**src/rtl/fetch_ctrl_pkg.sv**
```systemverilog
// Shared types and constants for the fetch-stage sequencer.
package fetch_ctrl_pkg;

    typedef logic        u1;
    typedef logic [31:0] u32;
    typedef logic [63:0] u64;

    // Fetch FSM encoding, kept as plain constants so older tools can reuse it.
    typedef logic [1:0] fetch_state_t;
    localparam fetch_state_t IDLE  = 2'd0;  // reset state, nothing outstanding
    localparam fetch_state_t REQ   = 2'd1;  // request outstanding
    localparam fetch_state_t HOLD  = 2'd2;  // instruction held for decode
    localparam fetch_state_t DRAIN = 2'd3;  // stale request outstanding, response dropped

    localparam u64 DEFAULT_RESET_PC = 64'h0000_0000_8000_0000;

endpackage

```
**src/rtl/fetch_ctrl_redirect_arb.sv**
```systemverilog
// Fixed-priority redirect arbiter: interrupt > leave > csrwrite > jump.
module redirect_arb
    import fetch_ctrl_pkg::*;
(
    input  u1  interrupt,
    input  u64 interrupt_pc,
    input  u1  leave,
    input  u64 leave_pc,
    input  u1  csrwrite,
    input  u64 csrwrite_pc,
    input  u1  jump,
    input  u64 j_addr,
    output u1  any_redir,
    output u64 target
);

    assign any_redir = interrupt | leave | csrwrite | jump;

    // Only the highest-priority active source drives the target.
    always_comb begin
        target = j_addr;
        if (interrupt) begin
            target = interrupt_pc;
        end else if (leave) begin
            target = leave_pc;
        end else if (csrwrite) begin
            target = csrwrite_pc;
        end
    end

endmodule

```
**src/rtl/fetch_ctrl.sv**
```systemverilog
// Fetch-stage sequencer: owns the fetch PC, drives the instruction-bus
// request, kills or drains in-flight fetches on redirect, and hands one
// instruction at a time to decode.
module fetch_ctrl
    import fetch_ctrl_pkg::*;
#(
    parameter u64          RESET_PC = DEFAULT_RESET_PC,
    parameter int unsigned CNT_W    = 32
) (
    input  logic             clk,
    input  logic             reset,
    input  logic             interrupt,
    input  logic [63:0]      interrupt_pc,
    input  logic             leave,
    input  logic [63:0]      leave_pc,
    input  logic             csrwrite,
    input  logic [63:0]      csrwrite_pc,
    input  logic             jump,
    input  logic [63:0]      j_addr,
    output logic             ireq_valid,
    output logic [63:0]      ireq_addr,
    input  logic             iresp_ok,
    input  logic [31:0]      iresp_data,
    output logic             if_valid,
    input  logic             if_ready,
    output logic [63:0]      if_pc,
    output logic [31:0]      if_instr,
    output logic [CNT_W-1:0] kill_cnt
);

    localparam logic [CNT_W-1:0] CntOne = {{(CNT_W-1){1'b0}}, 1'b1};

    fetch_state_t     r_state;
    u64               r_pc_q;
    u32               r_instr_q;
    u64               r_pend_pc;
    logic [CNT_W-1:0] r_kill_cnt;

    fetch_state_t     w_state_d;
    u64               w_pc_d;
    u32               w_instr_d;
    u64               w_pend_d;
    logic [CNT_W-1:0] w_kill_d;
    u1                w_kill;
    u1                w_any_redir;
    u64               w_target;

    redirect_arb u_redirect_arb (
        .interrupt    (interrupt),
        .interrupt_pc (interrupt_pc),
        .leave        (leave),
        .leave_pc     (leave_pc),
        .csrwrite     (csrwrite),
        .csrwrite_pc  (csrwrite_pc),
        .jump         (jump),
        .j_addr       (j_addr),
        .any_redir    (w_any_redir),
        .target       (w_target)
    );

    // Next-state logic for the FSM, PC, held instruction and kill counter.
    always_comb begin
        w_state_d = r_state;
        w_pc_d    = r_pc_q;
        w_instr_d = r_instr_q;
        w_pend_d  = r_pend_pc;
        w_kill    = 1'b0;
        case (r_state)
            IDLE: begin
                w_state_d = REQ;
            end
            REQ: begin
                if (iresp_ok) begin
                    if (w_any_redir) begin
                        // Response arrived alongside a redirect: drop it, refetch.
                        w_pc_d = w_target;
                        w_kill = 1'b1;
                    end else begin
                        w_instr_d = iresp_data;
                        w_state_d = HOLD;
                    end
                end else if (w_any_redir) begin
                    // Bus address must stay stable, so park the target.
                    w_pend_d  = w_target;
                    w_state_d = DRAIN;
                end
            end
            DRAIN: begin
                if (w_any_redir) begin
                    w_pend_d = w_target;
                end
                if (iresp_ok) begin
                    w_kill    = 1'b1;
                    w_pc_d    = w_any_redir ? w_target : r_pend_pc;
                    w_state_d = REQ;
                end
            end
            HOLD: begin
                if (w_any_redir) begin
                    w_pc_d    = w_target;
                    w_kill    = 1'b1;
                    w_state_d = REQ;
                end else if (if_ready) begin
                    w_pc_d    = r_pc_q + 64'd4;
                    w_state_d = REQ;
                end
            end
            default: begin
                w_state_d = IDLE;
            end
        endcase
        // Saturating counter.
        w_kill_d = (w_kill && !(&r_kill_cnt)) ? r_kill_cnt + CntOne : r_kill_cnt;
    end

    // State registers with asynchronous active-low reset.
    always_ff @(posedge clk or negedge reset) begin
        if (!reset) begin
            r_state    <= IDLE;
            r_pc_q     <= RESET_PC;
            r_instr_q  <= 32'd0;
            r_pend_pc  <= 64'd0;
            r_kill_cnt <= '0;
        end else begin
            r_state    <= w_state_d;
            r_pc_q     <= w_pc_d;
            r_instr_q  <= w_instr_d;
            r_pend_pc  <= w_pend_d;
            r_kill_cnt <= w_kill_d;
        end
    end

    assign ireq_valid = (r_state == REQ) || (r_state == DRAIN);
    assign ireq_addr  = r_pc_q;
    // A same-cycle redirect hides the held instruction from decode.
    assign if_valid   = (r_state == HOLD) && !w_any_redir;
    assign if_pc      = r_pc_q;
    assign if_instr   = r_instr_q;
    assign kill_cnt   = r_kill_cnt;

endmodule

```
**config.mk**
```make
export PLATFORM = sky130hd
export DESIGN_NAME = fetch_ctrl
export DESIGN_NICKNAME = d
export VERILOG_FILES = /design/src/rtl/fetch_ctrl_pkg.sv /design/src/rtl/fetch_ctrl_redirect_arb.sv /design/src/rtl/fetch_ctrl.sv
export SDC_FILE = /design/constraint.sdc
export NUM_CORES = 1
export LEC_CHECK = 0
export ABC_AREA = 1
export BUFFER_PORTS_ARGS = -buffer_cell sky130_fd_sc_hd__buf_4
export CAP_MARGIN = 20
export CELL_PAD_IN_SITES_DETAIL_PLACEMENT = 0
export CELL_PAD_IN_SITES_GLOBAL_PLACEMENT = 1
export CORE_MARGIN = 8
export CORE_UTILIZATION = 35
export DETAILED_ROUTE_END_ITERATION = 10
export PLACE_DENSITY_LB_ADDON = 0.1
export SLEW_MARGIN = 20
export SYNTH_ARGS = -nofsm -noshare
export SYNTH_HDL_FRONTEND = slang
export SYNTH_SLANG_ARGS = --single-unit
```
**constraint.sdc**
```tcl
create_clock -name clk -period 2 [get_ports clk]
set_clock_uncertainty 0.05 [all_clocks]
set_input_delay 0.3 -clock clk [delete_from_list [all_inputs] [get_ports clk]]
set_output_delay 0.3 -clock clk [all_outputs]
set_load 0.01 [all_outputs]
```
==> results_dict.tcl, run 1 <==
set metrics [dict create \
    critPathRequiredTime_ns 2.31 \
    netlist_area_um2 14130 \
    fp.dieArea_um2 47060 \
    synth_area_leaders "dfrtp_1 (34%), nand2_1 (20%), o21ai_0 (8.2%), nor2_1 (8.2%), buf_4 (3.9%)" \
    min_from "iresp_ok" \
    finish.utilization 0.5241 \
    synthFlopType "dfrtp_1" \
    initial_core_util 0.3548 \
    final_cell_count_no_fill 3358 \
    ios 490 \
    vias_per_cell 5.142 \
    die_x_um 216.9 \
    gr-total-overflow 0 \
    worstSetupStartpointType "register" \
    portBuffers 489 \
    finalSetupViolCount 0 \
    arrival_ns 2.24 \
    num_rows 73 \
    maxSlewHeadroom 0.4384 \
    dr_total_vias 17270 \
    crit_fanout 5 \
    clk-insertion-delay-late_ns 0.47 \
    htree_levels 4 \
    peakVddDrop_v 0.0009069 \
    avgSynthCellArea_um2 6.431 \
    root_buffer "clkbuf_16" \
    netlist_instances 2197 \
    syn-num-nets 2495 \
    chipHeight_um 216.9 \
    final_common_cell "nand2_1" \
    syn2layout_area_growth_pct 47.71 \
    worstReg2RegStart "if_pc[3]" \
    globalplace.congestion 0.9980 \
    power_density_nw_per_um2 1185 \
    post-route-cell-area_um2 20870 \
    grtUsageTotal 0.2914 \
    core_area_um2 39820 \
    end_kind "register" \
    synth_cell_type_count 44 \
    synth_top_cell_area_share 0.3418 \
    yosys.area.top_type "dfrtp_1" \
    tightest_slew_ns 0.8336 \
    hold_viol_final 0 \
    drv_cap 0 \
    firstDrtPassIters 5 \
    clockBufferDepth 2 \
    synth-seq-cells 194 \
    dpl-instance-area_um2 19580 \
    synth_edf_count 0 \
    cts_buffers 17 \
    fmax_mhz 517.3 \
    antenna_found_initial 9 \
    grt_pass1_vias 17140 \
    drc_errors 0 \
    final_cell_mix "nand2_1 (747), buf_4 (702), nor2_1 (278)" \
    ys_seq_area_frac 0.3437 \
    ant_nets 0 \
    rsz0062_at_grt "yes" \
    min_to "r_state[1]" \
    leakage_nw 10.48 \
    nets 3112 \
    clkSlewWorstSetupHoldPaths_ns 0.08 \
    r2r_cells 10 \
    outcome "complete, no violations" \
    p_total_mw 24.72 \
    ff2ff_setup_slack_ns 0.07 \
    hpwl_um 57060 \
    drive_gt1_frac 0.3082 \
    fin_crit_ns 1.933 \
    wl_um 70740 \
    rr_endpoint "if_pc[11]" \
    hold_depth 4 \
    wl_per_cell_um 21.06 \
    grt_first_pass_wirelength_um 105600 \
    async_reset_ff_frac 1.000 \
    dp.cells 3278 \
    hold_path_class "in2reg" \
    cts_sinks 194 \
    critPathKind "reg2reg" \
    fin_crit_sh 0.9666 \
    grt_start_max_net_pins 64 \
    drv_slew 0 \
    first_iter_violations 1452 \
    ys.warnings.count 0 \
    cts_tree "yes" \
]
[final cells by class]
cell class	instances	area [um^2]
diodes	7	17.52
clock buffers	20	456.7
clock inverters	11	125.1
fillers	4041	18950
inverters	142	545.5
multi-input cells	1692	7975
flip-flops and latches	194	4877
well taps	525	656.9
repair buffers	767	6217
[per-layer routing]
| layer | global-route usage | vias to the layer above | share of wire |
|---|---|---|---|
| met2 | 0.4667 | 746 | 0.46 |
| met4 | 0.1035 | 4 | 0.030 |
| met5 | 0 | - | 0.00038 |
| li1 | - | 8302 | - |
| met3 | 0.07822 | 103 | 0.087 |
| met1 | 0.3750 | 8111 | 0.42 |
[stage by stage]
stage	setup slack, ns	setup TNS (ns)	hold slack (ns)
after floorplan	0.1303	0	-0.04559
after global placement	-0.4490	-4.226	0.2203
after detailed placement	-0.4749	-7.173	0.2221
after CTS	-0.02083	-0.03579	0.09161
after global routing	-0.01242	-0.02493	0.1239
final	0.06678	0	0.1139
[synth_stat cells (2+ instances only)]
cell type    n
or2_2        7
o21ai_0    231
nand4_1     25
a22oi_1     50
ha_1         2
nor2_2       8
nand3_2      2
nand3_1     66
nand2_1    761
buf_6        4
clkbuf_1    47
a21boi_0    16
buf_4       74
inv_1      134
xnor2_1     12
inv_2        8
o221ai_1     3
o21ai_1     24
a31oi_1     17
buf_2       42
o211ai_1    21
nand2_2      3
a21oi_1     42
xor2_1      19
nor3_1      26
nor2_4       5
nand3b_1    17
dfrtp_1    193
nor2_1     307
o21bai_1    17
[critical path: stages, from the launching register on]
cell and delay, ns:
dfrtp_1 0.40, buf_6 0.15, nand3_1 0.10, nor2_1 0.16, nand2_1 0.13, xnor2_1 0.16, buf_4 0.16, a22oi_1 0.14
nand3_1 0.11, nand2_1 0.20, nand2_1 0.08
[what timing repair did]
action	CTS	global route
pin swaps	1	15
gates resized for setup	19	93
setup endpoints to repair	24	71
hold buffers	33	0
setup buffers	1	8
hold endpoints to repair	60	0
[cell families (layout without fill, tap and decap cells)]
kind of cell	after synthesis	count (layout)	synth area share
compound gates	426	426	0.1735
xor+xnor	31	31	0.01922
fa+ha+maj	2	2	0.001771
buf+inv	311	940	0.1082
flops	194	194	0.3437
other cells	0	7	0
simple gates	1233	1233	0.3537
[power breakdown]
| part | switching (mW) | internal (mW) |
|---|---|---|
| combinational | 7.63 | 6.05 |
| clock | 1.72 | 1.91 |
| sequential | 1.77 | 5.65 |
| total | 11.1 | 13.6 |
[state kept, by name, summed over array words and instances (netlist names)]
register,count
if_instr,32
if_pc,64
kill_cnt,32
r_pend_pc,64
r_state,2
[how the worst max path moves through the flow]
stage,from,end,cells past startpoint
final,if_pc[3],if_pc[11],10
after global routing,if_pc[3],if_pc[11],10
after CTS,if_pc[2],if_pc[34],11
after detailed placement,csrwrite,if_pc[47],10
after global placement,interrupt,if_pc[47],11
after floorplan,if_pc[2],if_pc[62],12
(Power assumes the default switching activity.)
==> run 2, diff against run 1 <==
Settings changed: RECOVER_POWER set to 100.
==> run 2 against run 1 <==
Clock-buffer cell count stayed put. Power fell by 2.9%. Global-route usage stayed put. First-iteration DRC count down 1.2%. Largest power group unchanged. Highest routed layer unchanged. Maximum frequency about the same. Non-clock buffer count stayed put. Critical path type unchanged. Wire length shrank 0.12%.
==> results_dict.tcl, run 2 (synthesized netlist as in run 1, its figures left out) <==
set metrics [dict create \
    cts_tree "yes" \
    outcome "complete, no violations" \
    dr_total_vias 17250 \
    ios 490 \
    min_from "iresp_ok" \
    min_to "r_state[1]" \
    crit_path_start "if_pc[9]" \
    grt_pass1_vias 17140 \
    fp.dieArea_um2 47060 \
    fillCellCount 4150 \
    dpl-instance-area_um2 19580 \
    hpwl_um 57060 \
    fin_crit_sh 0.9659 \
    final_common_cell "nand2_1" \
    crit_fanout 4 \
    first_iter_violations 1434 \
    ff2ff_setup_slack_ns 0.07 \
    wl_per_cell_um 21.03 \
    vias_per_cell 5.134 \
    maxSlewHeadroom 0.1421 \
    end_kind "register" \
    final_cell_mix "nand2_1 (747), buf_4 (593), nor2_1 (278)" \
    antenna_found_initial 9 \
    drc_errors 0 \
    drv_slew 0 \
    root_buffer "clkbuf_16" \
    rr_endpoint "if_pc[11]" \
    fin_crit_ns 1.932 \
    critPathKind "reg2reg" \
    clk-insertion-delay-late_ns 0.47 \
    chipHeight_um 216.9 \
    core_area_um2 39820 \
    peakVddDrop_v 0.0009099 \
    drv_cap 0 \
    finalSetupViolCount 0 \
    finalSetupTns_ns 0 \
    hold_depth 4 \
    grt_start_max_net_pins 64 \
    critPathRequiredTime_ns 2.31 \
    gr-total-overflow 0 \
    clockBufferDepth 2 \
    hold_viol_final 0 \
    power_density_nw_per_um2 1174 \
    wl_um 70650 \
    leakage_nw 10.07 \
    globalplace.congestion 0.9980 \
    firstDrtPassIters 7 \
    finish.utilization 0.5136 \
    htree_levels 4 \
    final_cell_count_no_fill 3359 \
    drive_gt1_frac 0.2703 \
    fmax_mhz 517.7 \
    rsz0062_at_grt "yes" \
    cts_buffers 17 \
    initial_core_util 0.3548 \
    r2r_cells 10 \
    portBuffers 489 \
    syn2layout_area_growth_pct 44.76 \
    tightest_slew_ns 1.287 \
    num_rows 73 \
    grtUsageTotal 0.2914 \
    worstSetupStartpointType "register" \
    hold_path_class "in2reg" \
    clkSlewWorstSetupHoldPaths_ns 0.08 \
    nets 3112 \
    arrival_ns 2.24 \
    ant_nets 0 \
    worstReg2RegStart "if_pc[9]" \
    grt_first_pass_wirelength_um 105600 \
    die_x_um 216.9 \
    dp.cells 3278 \
    post-route-cell-area_um2 20450 \
    cts_sinks 194 \
]
==> run 2: final cells by class <==
type                    instances  area (um^2)  share of cell area
well taps                     525        656.9             0.03211
repair buffers                767         5799              0.2835
clock buffers                  20        456.7             0.02233
inverters                     142        545.5             0.02667
diodes                          8        20.02           0.0009787
flip-flops and latches        194         4876              0.2384
clock inverters                11        125.1            0.006117
multi-input cells            1692         7975              0.3899
==> run 2: critical path, cell delays in order (launching register included) <==
cell	delay, ns
dfrtp_2	0.43
nand2_1	0.10
buf_4	0.15
nor2_1	0.12
nand2_1	0.12
xnor2_1	0.16
buf_4	0.16
a22oi_1	0.14
nand3_1	0.11
nand2_1	0.20
nand2_1	0.08
==> run 2: per-layer routing <==
metal  track usage  up-vias  share of wire
met5             0        -        0.00038
met4        0.1035        4          0.030
met3       0.07822      102          0.088
met2        0.4667      726           0.46
met1        0.3750     8111           0.42
li1              -     8303              -
==> run 2: through the flow <==
step,setup slack [ns],total power [mW],hold slack (ns)
6_report,0.06824,24.01,0.1149
5_1_grt,-0.01242,25.71,0.1239
4_1_cts,-0.02083,24.45,0.09161
3_5_place_dp,-0.4749,20.66,0.2221
3_3_place_gp,-0.4490,20.52,0.2203
2_1_floorplan,0.1303,13.99,-0.04559
==> run 2: worst max-delay path by stage <==
stage | to | slack [ns] | cells past startpoint
finish | if_pc[11] | 0.07 | 10
global route | if_pc[11] | -0.01 | 10
CTS | if_pc[34] | -0.02 | 11
detailed placement | if_pc[47] | -0.47 | 10
global placement | if_pc[47] | -0.45 | 11
floorplan | if_pc[62] | 0.13 | 12
==> run 2: what timing repair did <==
action | 4_1_cts | 5_1_grt
pin swaps | 1 | 15
setup buffers | 1 | 8
hold buffers | 33 | 0
endpoints found under the hold margin | 60 | 0
endpoints found under the setup margin | 24 | 71
cloned | 0 | 0
resized for setup | 19 | 93
==> run 2: where the power goes <==
group | switching, mW | leakage (nW) | internal, mW | total (mW)
Combinational | 7.62 | 7.39 | 5.37 | 13.0
Sequential | 1.74 | 2.39 | 5.65 | 7.39
Clock | 1.72 | 0.284 | 1.91 | 3.63
==> run 3, diff against run 2 <==
--- a/constraint.sdc
+++ b/constraint.sdc
@@ -4,2 +4,2 @@
 set_output_delay 0.3 -clock clk [all_outputs]
-set_load 0.01 [all_outputs]
+set_load 0.1 [all_outputs]
==> run 3 against run 2 <==
Register-to-register slack lost 0.04 ns. Worst setup slack lost 0.042 ns. Die area is the same. Clock-buffer cell count grew 2. Critical path depth shrank 7. First-iteration DRC count shrank 3.7%. Hold slack gained 0.021 ns. Critical path type is now reg2out.
==> results_dict.tcl, run 3 (synthesized netlist as in run 1, its figures left out) <==
set metrics [dict create \
    outcome "complete, no violations" \
    grt_pass1_vias 16810 \
    hold_ws_ns 0.1362 \
    vias_per_cell 5.110 \
    wl_um 70110 \
    globalplace.congestion 0.9245 \
    end_kind "output pin" \
    gr-total-overflow 0 \
    clkSlewWorstSetupHoldPaths_ns 0.07 \
    tightest_slew_ns 1.043 \
    arrival_ns 1.62 \
    drive_gt1_frac 0.3331 \
    grt_first_pass_wirelength_um 104700 \
    dp.cells 3241 \
    fin_crit_sh 0.9868 \
    finish.utilization 0.5095 \
    drv_cap 0 \
    syn2layout_area_growth_pct 43.58 \
    dp_slack_ns -0.4704 \
    cts_buffers 17 \
    clockBufferDepth 2 \
    cts_tree "yes" \
    first_iter_violations 1381 \
    num_rows 73 \
    grtUsageTotal 0.2864 \
    final_common_cell "nand2_1" \
    portBuffers 489 \
    fin_crit_ns 1.974 \
    rsz0062_at_grt "yes" \
    antenna_found_initial 2 \
    worstSetupStartpointType "register" \
    firstDrtPassIters 5 \
    grt_start_max_net_pins 64 \
    crit_fanout 4 \
    wl_per_cell_um 21.05 \
    ios 490 \
    hpwl_um 55760 \
    hold_path_class "in2reg" \
    drc_errors 0 \
    root_buffer "clkbuf_16" \
    clk-insertion-delay-late_ns 0.46 \
    final_cell_mix "nand2_1 (736), buf_4 (482), nor2_1 (269)" \
    nets 3089 \
    initial_core_util 0.3548 \
    ant_nets 0 \
    cts_sinks 194 \
    final_cell_count_no_fill 3330 \
    finalSetupViolCount 0 \
    power_density_nw_per_um2 1741 \
    fillCellCount 4137 \
    drv_slew 0 \
    dr_total_vias 17020 \
    core_area_um2 39820 \
    hold_viol_final 0 \
    critPathRequiredTime_ns 1.65 \
    leakage_nw 10.10 \
    peakVddDrop_v 0.001777 \
    ff2ff_setup_slack_ns 0.03 \
    maxSlewHeadroom 0.3046 \
    fmax_mhz 506.7 \
    fp.dieArea_um2 47060 \
    htree_levels 4 \
    chipHeight_um 216.9 \
    critPathKind "reg2out" \
    die_x_um 216.9 \
    setup_ws_ns 0.02643 \
]
==> run 3: changes by cell type in the layout (fill, tap and decap cells not counted), moves of 9 or more <==
cell      previous run  this run
clkbuf_2             2       188
dfrtp_1            177       108
dfrtp_2             16        77
nor2_1             278       269
buf_4              593       482
clkbuf_1           107         6
nand2_1            747       736
nand2_2             14        27
==> run 3: routing by layer <==
| layer | global-route usage | wire length, um | vias to the layer above |
|---|---|---|---|
| met1 | 0.3864 | 30780 | 8026 |
| met2 | 0.4659 | 32670 | 691 |
| li1 | - | - | 8230 |
| met4 | 0.06650 | 1294 | 2 |
| met5 | 0 | 13 | - |
| met3 | 0.06047 | 5351 | 67 |
==> run 3: worst paths after layout <==
path / startpoint / endpoint / depth (start not counted)
worst min-delay path: leave_pc[54] / r_pend_pc[54] / 3
worst min register to register: r_pend_pc[33] / r_pend_pc[33] / 2
min in group asynchronous: reset / if_pc[8] / 2
max in group asynchronous: reset / kill_cnt[1] / 3
worst max register to register: r_state[1] / if_pc[33] / 9
worst max-delay path: if_pc[31] / if_pc[31] / 3
==> run 3: report_power, final <==
part / internal (mW) / leakage (nW) / switching, mW / total, mW
combinational: 4.96 / 7.52 / 19.2 / 24.1
clock: 1.89 / 0.272 / 1.67 / 3.57
sequential: 5.80 / 2.31 / 1.85 / 7.64
total: 12.6 / 10.1 / 22.7 / 35.3
==> run 3: layout make-up <==
| class | instances | area (um^2) | area share |
|---|---|---|---|
| inverter | 142 | 548.0 | 0.02701 |
| antenna | 1 | 2.502 | 0.0001233 |
| multi-input combinational | 1692 | 8045 | 0.3965 |
| sequential | 194 | 4986 | 0.2458 |
| tap | 525 | 656.9 | 0.03238 |
| timing repair buffer | 744 | 5473 | 0.2698 |
| clock inverter | 10 | 122.6 | 0.006044 |
| clock buffer | 22 | 454.2 | 0.02239 |
==> run 3: timing repair <==
item                       CTS  global route
resized for setup           13           102
cloned                       0             2
setup endpoints to repair   14            81
setup buffers                2            19
hold endpoints to repair    59             0
pin swaps                    4            16
hold buffers                33             0
==> run 3: through the flow <==
stage	total power [mW]	TNS (ns)	instance area, um^2
floorplan	25.70	-0.003279	14270
global placement	32.08	-4.278	19410
detailed placement	32.22	-5.369	19410
CTS	35.93	-0.07463	20380
global route	37.02	-0.3627	20290
finish	35.32	0	20290
==> run 3: critical path: stages (launching register included) <==
cell	delay [ns]
dfstp_4	0.67
buf_4	0.12
buf_4	0.10
buf_4	0.28
